`src/rtl/spindle_scheduler.sv`:
```
// rtl/spindle_scheduler.sv - spindle datapath step sequencer with shadowed gain/damping registers
//
// Walks the shared derivative/integrator datapath across bag1, bag2 and chain
// once per requested step: select fiber, settle, strobe writeback, then strobe
// the muscle combine and pulse step_done. Runtime constants are written into
// shadow registers through the cfg port and copied to the active set only while
// idle with no request pending, so a step always sees one consistent set.
//
// Ports:
//   clk, reset          clock, asynchronous active-low reset
//   step_req            level request for one integration step
//   overrun_clr         clears the sticky overrun flag
//   cfg_valid/addr/data config write (addr 0..4 = bdamp_1, bdamp_2, bdamp_chain, gi, gii)
//   cfg_ready           high from the first clock after reset release
//   fiber_sel           0 bag1, 1 bag2, 2 chain, 3 idle
//   wb_en               one-hot fiber writeback strobe
//   muscle_wb           muscle combine strobe
//   step_done           one-cycle end-of-step pulse
//   busy                step in progress
//   overrun             sticky: request seen while busy
//   step_count          completed steps, wraps
//   bdamp_*, gi, gii    active datapath constants

module spindle_scheduler #(
  parameter int          SETTLE_CYCLES   = 2,
  parameter logic [31:0] DEF_BDAMP_1     = 32'h3E71_4120,
  parameter logic [31:0] DEF_BDAMP_2     = 32'h3D14_4674,
  parameter logic [31:0] DEF_BDAMP_CHAIN = 32'h3C58_44D0,
  parameter logic [31:0] DEF_GI          = 32'h469C_4000,
  parameter logic [31:0] DEF_GII         = 32'h45E2_9000
) (
  input  logic        clk,
  input  logic        reset,
  input  logic        step_req,
  input  logic        overrun_clr,
  input  logic        cfg_valid,
  input  logic [2:0]  cfg_addr,
  input  logic [31:0] cfg_data,
  output logic        cfg_ready,
  output logic [1:0]  fiber_sel,
  output logic [2:0]  wb_en,
  output logic        muscle_wb,
  output logic        step_done,
  output logic        busy,
  output logic        overrun,
  output logic [15:0] step_count,
  output logic [31:0] bdamp_1,
  output logic [31:0] bdamp_2,
  output logic [31:0] bdamp_chain,
  output logic [31:0] gi,
  output logic [31:0] gii
);

  typedef enum logic [2:0] {
    S_IDLE,
    S_ISSUE,
    S_WRITE,
    S_COMBINE,
    S_DONE
  } state_t;

  localparam logic [3:0] SETTLE_LAST = 4'(SETTLE_CYCLES - 1);

  state_t      r_state, w_state_nxt;
  logic [1:0]  r_f, w_f_nxt;
  logic [3:0]  r_cnt, w_cnt_nxt;

  logic [1:0]  r_fiber_sel, w_fiber_sel_nxt;
  logic [2:0]  r_wb_en, w_wb_en_nxt;
  logic        r_muscle_wb, w_muscle_wb_nxt;
  logic        r_step_done, w_step_done_nxt;
  logic        r_busy;
  logic        r_overrun;
  logic [15:0] r_step_count;
  logic        r_cfg_ready;

  logic        r_pending;
  logic [31:0] r_sh_bdamp_1, r_sh_bdamp_2, r_sh_bdamp_chain, r_sh_gi, r_sh_gii;
  logic [31:0] r_bdamp_1, r_bdamp_2, r_bdamp_chain, r_gi, r_gii;

  logic        w_cfg_wr;
  logic        w_commit;

  // Next state plus output decode from the next state, so every output is a
  // flop that already reflects the state it is about to describe.
  always_comb begin
    w_state_nxt     = r_state;
    w_f_nxt         = r_f;
    w_cnt_nxt       = r_cnt;
    w_fiber_sel_nxt = 2'd3;
    w_wb_en_nxt     = 3'b000;
    w_muscle_wb_nxt = 1'b0;
    w_step_done_nxt = 1'b0;

    case (r_state)
      S_IDLE: begin
        if (step_req) begin
          w_state_nxt = S_ISSUE;
          w_f_nxt     = 2'd0;
          w_cnt_nxt   = 4'd0;
        end
      end
      S_ISSUE: begin
        if (r_cnt == SETTLE_LAST) begin
          w_state_nxt = S_WRITE;
        end else begin
          w_cnt_nxt = r_cnt + 4'd1;
        end
      end
      S_WRITE: begin
        if (r_f == 2'd2) begin
          w_state_nxt = S_COMBINE;
        end else begin
          w_state_nxt = S_ISSUE;
          w_f_nxt     = r_f + 2'd1;
          w_cnt_nxt   = 4'd0;
        end
      end
      S_COMBINE: w_state_nxt = S_DONE;
      S_DONE:    w_state_nxt = S_IDLE;
      default:   w_state_nxt = S_IDLE;
    endcase

    case (w_state_nxt)
      S_ISSUE: w_fiber_sel_nxt = w_f_nxt;
      S_WRITE: begin
        w_fiber_sel_nxt = w_f_nxt;
        w_wb_en_nxt     = 3'b001 << w_f_nxt;
      end
      S_COMBINE: begin
        // chain outputs stay selected while the combine consumes them
        w_fiber_sel_nxt = 2'd2;
        w_muscle_wb_nxt = 1'b1;
      end
      S_DONE:  w_step_done_nxt = 1'b1;
      default: w_fiber_sel_nxt = 2'd3;
    endcase
  end

  always_ff @(posedge clk or negedge reset) begin
    if (!reset) begin
      r_state     <= S_IDLE;
      r_f         <= 2'd0;
      r_cnt       <= 4'd0;
      r_fiber_sel <= 2'd3;
      r_wb_en     <= 3'b000;
      r_muscle_wb <= 1'b0;
      r_step_done <= 1'b0;
      r_busy      <= 1'b0;
    end else begin
      r_state     <= w_state_nxt;
      r_f         <= w_f_nxt;
      r_cnt       <= w_cnt_nxt;
      r_fiber_sel <= w_fiber_sel_nxt;
      r_wb_en     <= w_wb_en_nxt;
      r_muscle_wb <= w_muscle_wb_nxt;
      r_step_done <= w_step_done_nxt;
      r_busy      <= (w_state_nxt != S_IDLE);
    end
  end

  // A request is judged against the current state: anything other than IDLE
  // (including DONE) drops it and flags overrun. Set beats clear.
  always_ff @(posedge clk or negedge reset) begin
    if (!reset) begin
      r_overrun    <= 1'b0;
      r_step_count <= 16'd0;
      r_cfg_ready  <= 1'b0;
    end else begin
      r_cfg_ready <= 1'b1;
      if (step_req && (r_state != S_IDLE)) begin
        r_overrun <= 1'b1;
      end else if (overrun_clr) begin
        r_overrun <= 1'b0;
      end
      if (r_state == S_DONE) begin
        r_step_count <= r_step_count + 16'd1;
      end
    end
  end

  assign w_cfg_wr = cfg_valid && (cfg_addr <= 3'd4);
  // Holding off while step_req is high keeps the active set stable in the
  // cycle a step launches.
  assign w_commit = (r_state == S_IDLE) && !step_req && r_pending;

  always_ff @(posedge clk or negedge reset) begin
    if (!reset) begin
      r_pending        <= 1'b0;
      r_sh_bdamp_1     <= DEF_BDAMP_1;
      r_sh_bdamp_2     <= DEF_BDAMP_2;
      r_sh_bdamp_chain <= DEF_BDAMP_CHAIN;
      r_sh_gi          <= DEF_GI;
      r_sh_gii         <= DEF_GII;
    end else begin
      // a write landing on a commit cycle keeps pending so it commits next time
      if (w_cfg_wr) begin
        r_pending <= 1'b1;
      end else if (w_commit) begin
        r_pending <= 1'b0;
      end
      if (w_cfg_wr) begin
        case (cfg_addr)
          3'd0:    r_sh_bdamp_1     <= cfg_data;
          3'd1:    r_sh_bdamp_2     <= cfg_data;
          3'd2:    r_sh_bdamp_chain <= cfg_data;
          3'd3:    r_sh_gi          <= cfg_data;
          default: r_sh_gii         <= cfg_data;
        endcase
      end
    end
  end

  always_ff @(posedge clk or negedge reset) begin
    if (!reset) begin
      r_bdamp_1     <= DEF_BDAMP_1;
      r_bdamp_2     <= DEF_BDAMP_2;
      r_bdamp_chain <= DEF_BDAMP_CHAIN;
      r_gi          <= DEF_GI;
      r_gii         <= DEF_GII;
    end else if (w_commit) begin
      r_bdamp_1     <= r_sh_bdamp_1;
      r_bdamp_2     <= r_sh_bdamp_2;
      r_bdamp_chain <= r_sh_bdamp_chain;
      r_gi          <= r_sh_gi;
      r_gii         <= r_sh_gii;
    end
  end

  assign cfg_ready   = r_cfg_ready;
  assign fiber_sel   = r_fiber_sel;
  assign wb_en       = r_wb_en;
  assign muscle_wb   = r_muscle_wb;
  assign step_done   = r_step_done;
  assign busy        = r_busy;
  assign overrun     = r_overrun;
  assign step_count  = r_step_count;
  assign bdamp_1     = r_bdamp_1;
  assign bdamp_2     = r_bdamp_2;
  assign bdamp_chain = r_bdamp_chain;
  assign gi          = r_gi;
  assign gii         = r_gii;

endmodule

```
`config.mk`:
```
export PLATFORM = sky130hd
export DESIGN_NAME = spindle_scheduler
export DESIGN_NICKNAME = d
export VERILOG_FILES = /design/src/rtl/spindle_scheduler.sv
export SDC_FILE = /design/constraint.sdc
export NUM_CORES = 1
export LEC_CHECK = 0
export BUFFER_PORTS_ARGS = -buffer_cell sky130_fd_sc_hd__buf_2
export CAP_MARGIN = 15
export CORE_UTILIZATION = 55
export CTS_CLUSTER_DIAMETER = 50
export DETAILED_ROUTE_END_ITERATION = 8
export PLACE_DENSITY_LB_ADDON = 0.08
export SLEW_MARGIN = 20
export SYNTH_ARGS = -nofsm -noshare
export SYNTH_HDL_FRONTEND = slang
export SYNTH_SLANG_ARGS = --single-unit
```
`constraint.sdc`:
```
create_clock -name clk -period 4.65 [get_ports clk]
set_input_delay 0.6975 -clock clk [delete_from_list [all_inputs] [get_ports clk]]
set_output_delay 0.6975 -clock clk [all_outputs]
set_load 0.005 [all_outputs]
```
==> run metrics <==
status finished clean; final period utilization around 56%; combinational share of power around 28%; grt total ovfl 0; TritonCTS Buffers 37; final setup fails 0; synth warn 0; Hold Crit Class primary input to async pin; Area growth, synth to finish 19.5%; CTS tree built; Post-synth EDFFs 0; ys async rst share 100%; Arr. time, crit path between 2 and 3 ns; Placed Area roughly 15,000 um2; RSZ-0062 raised after global routing no; Int Pwr approximately 8.1 mW; setup_tns 0 ns; drt wl/cell approximately 19 um; actual slew at the worst max-slew pin around 0.96 ns; pin count of the biggest net entering global routing approximately 130; Sw Pwr ~3.0 mW; Synth Area per Inst around 17 um2; CP Data Required Time approximately 5.0 ns; global-route wire length before repair about 44,000 um; fin crit period between 2 and 3 ns; gp weighted congestion ~0.75; Horiz. Die Dim roughly 160 um; Clk Latency, worst-skew pair 0.51 ns; GR Util All Layers between 20 and 25%; sequential area share after synthesis approximately 65%; clock network fraction of design power a little over a quarter; Syn Nets between 800 and 900; commonest cells after routing, fill and taps aside dfrtp_1, buf_2, mux2_2; Synth cell types 37; Vias 7,479; kind of start point of the critical path flip-flop; Cell Pwr Density roughly 670 nW/um2; I/O pins between 200 and 250; fin. max-slew vios 0; initial antenna violation count 0; die extent in y ~160 um; Layout Cells excl Fill ~1,400; Max transition margin between 30% and 40%; root buffer cell clkbuf_16; HPWL after DPL 17,100 um; Worst VDD drop 418 uV; Post-CTS Hold Buffers 0; post-synthesis instance total 826; crit end category flip-flop; Post-DRT Antenna Nets 0; clock-pin slew on the worst setup and hold paths approximately 0.06 ns; layout net count 1,111; core area 25,000 um2; share of layout cells above drive strength 1 67.7%; vias in the first global route 7,825; Final Cell Area roughly 17,000 um2; die area 26,100 um2; Cell Area, Synth roughly 14,000 um2; skew final 0.0111 ns; Static Leak 7.98 nW; Detailed Route WL roughly 27,000 um; IO buf count 225; DRC 0; via density per instance 5.25; Max Cap Viol 0; FP Rows between 50 and 60; Final Hold Fails 0; Clock Tree Buf Depth 3; depth of the CTS H-tree 2; initial core utilization a little under three fifths; Setup Fix Bufs, Post-CTS 0; CTS Sinks between 300 and 400; most common cell after layout, fill and taps aside dfrtp_1; Placed Cells incl. Taps between 1,000 and 1,500; Post-CTS Resized 0; sequential share of power 45.3%; DR pass1 iterations 4; switching share of power between 20% and 30%; ANT cells 0; CP max FO slightly below 80; main flop type after synthesis dfrtp_1; drt initial violations 353; kind of critical path flip-flop to flip-flop; Yosys reg bits roughly 360; Pwr Total between 10 and 15 mW; fmax approximately 0.39 GHz
==> worst max-delay path, stage by stage (launching register included) <==
cell	delay (ns)
dfrtp_1	0.57
nor4_4	0.47
nand2_8	0.48
buf_4	0.52
mux2_4	0.35
==> sequential cells by signal (all words and copies together), names as in the netlist, 4 cells and up <==
signal,cells
bdamp_1,32
r_sh_bdamp_1,32
step_count,16
bdamp_chain,32
gi,32
r_cnt,4
r_sh_bdamp_chain,32
bdamp_2,32
r_sh_bdamp_2,32
r_sh_gi,32
r_sh_gii,32
gii,32
==> cell usage after synthesis, drive strengths merged (2+ instances only) <==
cell / count / area, um2
xnor2: 7 / 61.3
nand4: 4 / 25.0
nor2: 13 / 48.8
nand3: 11 / 55.1
nor3b: 3 / 27.5
nor3: 8 / 40.0
and2: 3 / 18.8
clkbuf: 3 / 11.3
dfstp: 112 / 2940
inv: 9 / 33.8
ha: 5 / 62.6
and3b: 3 / 26.3
buf: 34 / 239
mux2: 321 / 3990
o21ai: 7 / 35.0
a32oi: 2 / 17.5
nand2: 12 / 47.6
a21oi: 4 / 20.0
dfrtp: 244 / 6110
xor2: 9 / 78.8
==> per-stage QoR <==
| stage | util (%) | hold WS, ns | setup WS [ns] |
|---|---|---|---|
| 6_report | 66.8 | 0.144 | 2.05 |
| 4_1_cts | 66.7 | 0.355 | 2.03 |
| 5_1_grt | 66.8 | 0.176 | 1.90 |
| 2_1_floorplan | - | 0.402 | 2.75 |
| 3_3_place_gp | 61.7 | 0.455 | 1.93 |
| 3_5_place_dp | 61.8 | 0.481 | 1.91 |
==> final timing paths <==
path	startpoint	endpoint	slack, ns	cells past startpoint
worst max-delay path	r_state[1]	bdamp_2[0]	2.05	4
worst min-delay path	reset	bdamp_1[24]	0.14	1
worst max register to register	r_state[1]	bdamp_2[0]	2.05	4
worst min register to register	step_count[3]	step_count[3]	0.49	1
max in group asynchronous	reset	bdamp_chain[28]	3.32	3
min in group clk	overrun_clr	overrun	0.38	2
==> logic make-up after synthesis <==
family          after synthesis  share of synthesized area, %
flops                       356                          64.7
mux                         321                          28.5
simple gates                 66                          2.70
buf+inv                      46                          2.03
xor+xnor                     16                          1.00
compound gates               15                         0.626
fa+ha+maj                     5                         0.447
other cells                   1                        0.0268
==> cell type report <==
class,count,area [um2]
flip-flops and latches,356,9050
fillers,1828,8310
multi-input cells,424,4710
repair buffers,238,1300
clock buffers,49,1050
well taps,330,413
clock inverters,19,166
inverters,9,33.8
==> per-layer routing <==
metal  global-route usage [%]  routed length (um)  vias up
met4                     5.62                 410        0
met5                        0                   0        -
met3                     5.11                1540       37
met2                     33.7               12500      175
met1                     30.6               12500     3870
li1                         -                   -     3397
==> power by group through the flow <==
stage	Clock, mW	Sequential [mW]	Combinational [mW]
2_1_floorplan	0	5.03	2.03
3_3_place_gp	0	5.06	3.15
3_5_place_dp	0	5.09	3.23
4_1_cts	3.01	5.06	3.23
5_1_grt	3.12	5.20	3.44
6_report	2.92	5.05	3.18
Power figures use the tool's default switching activity.
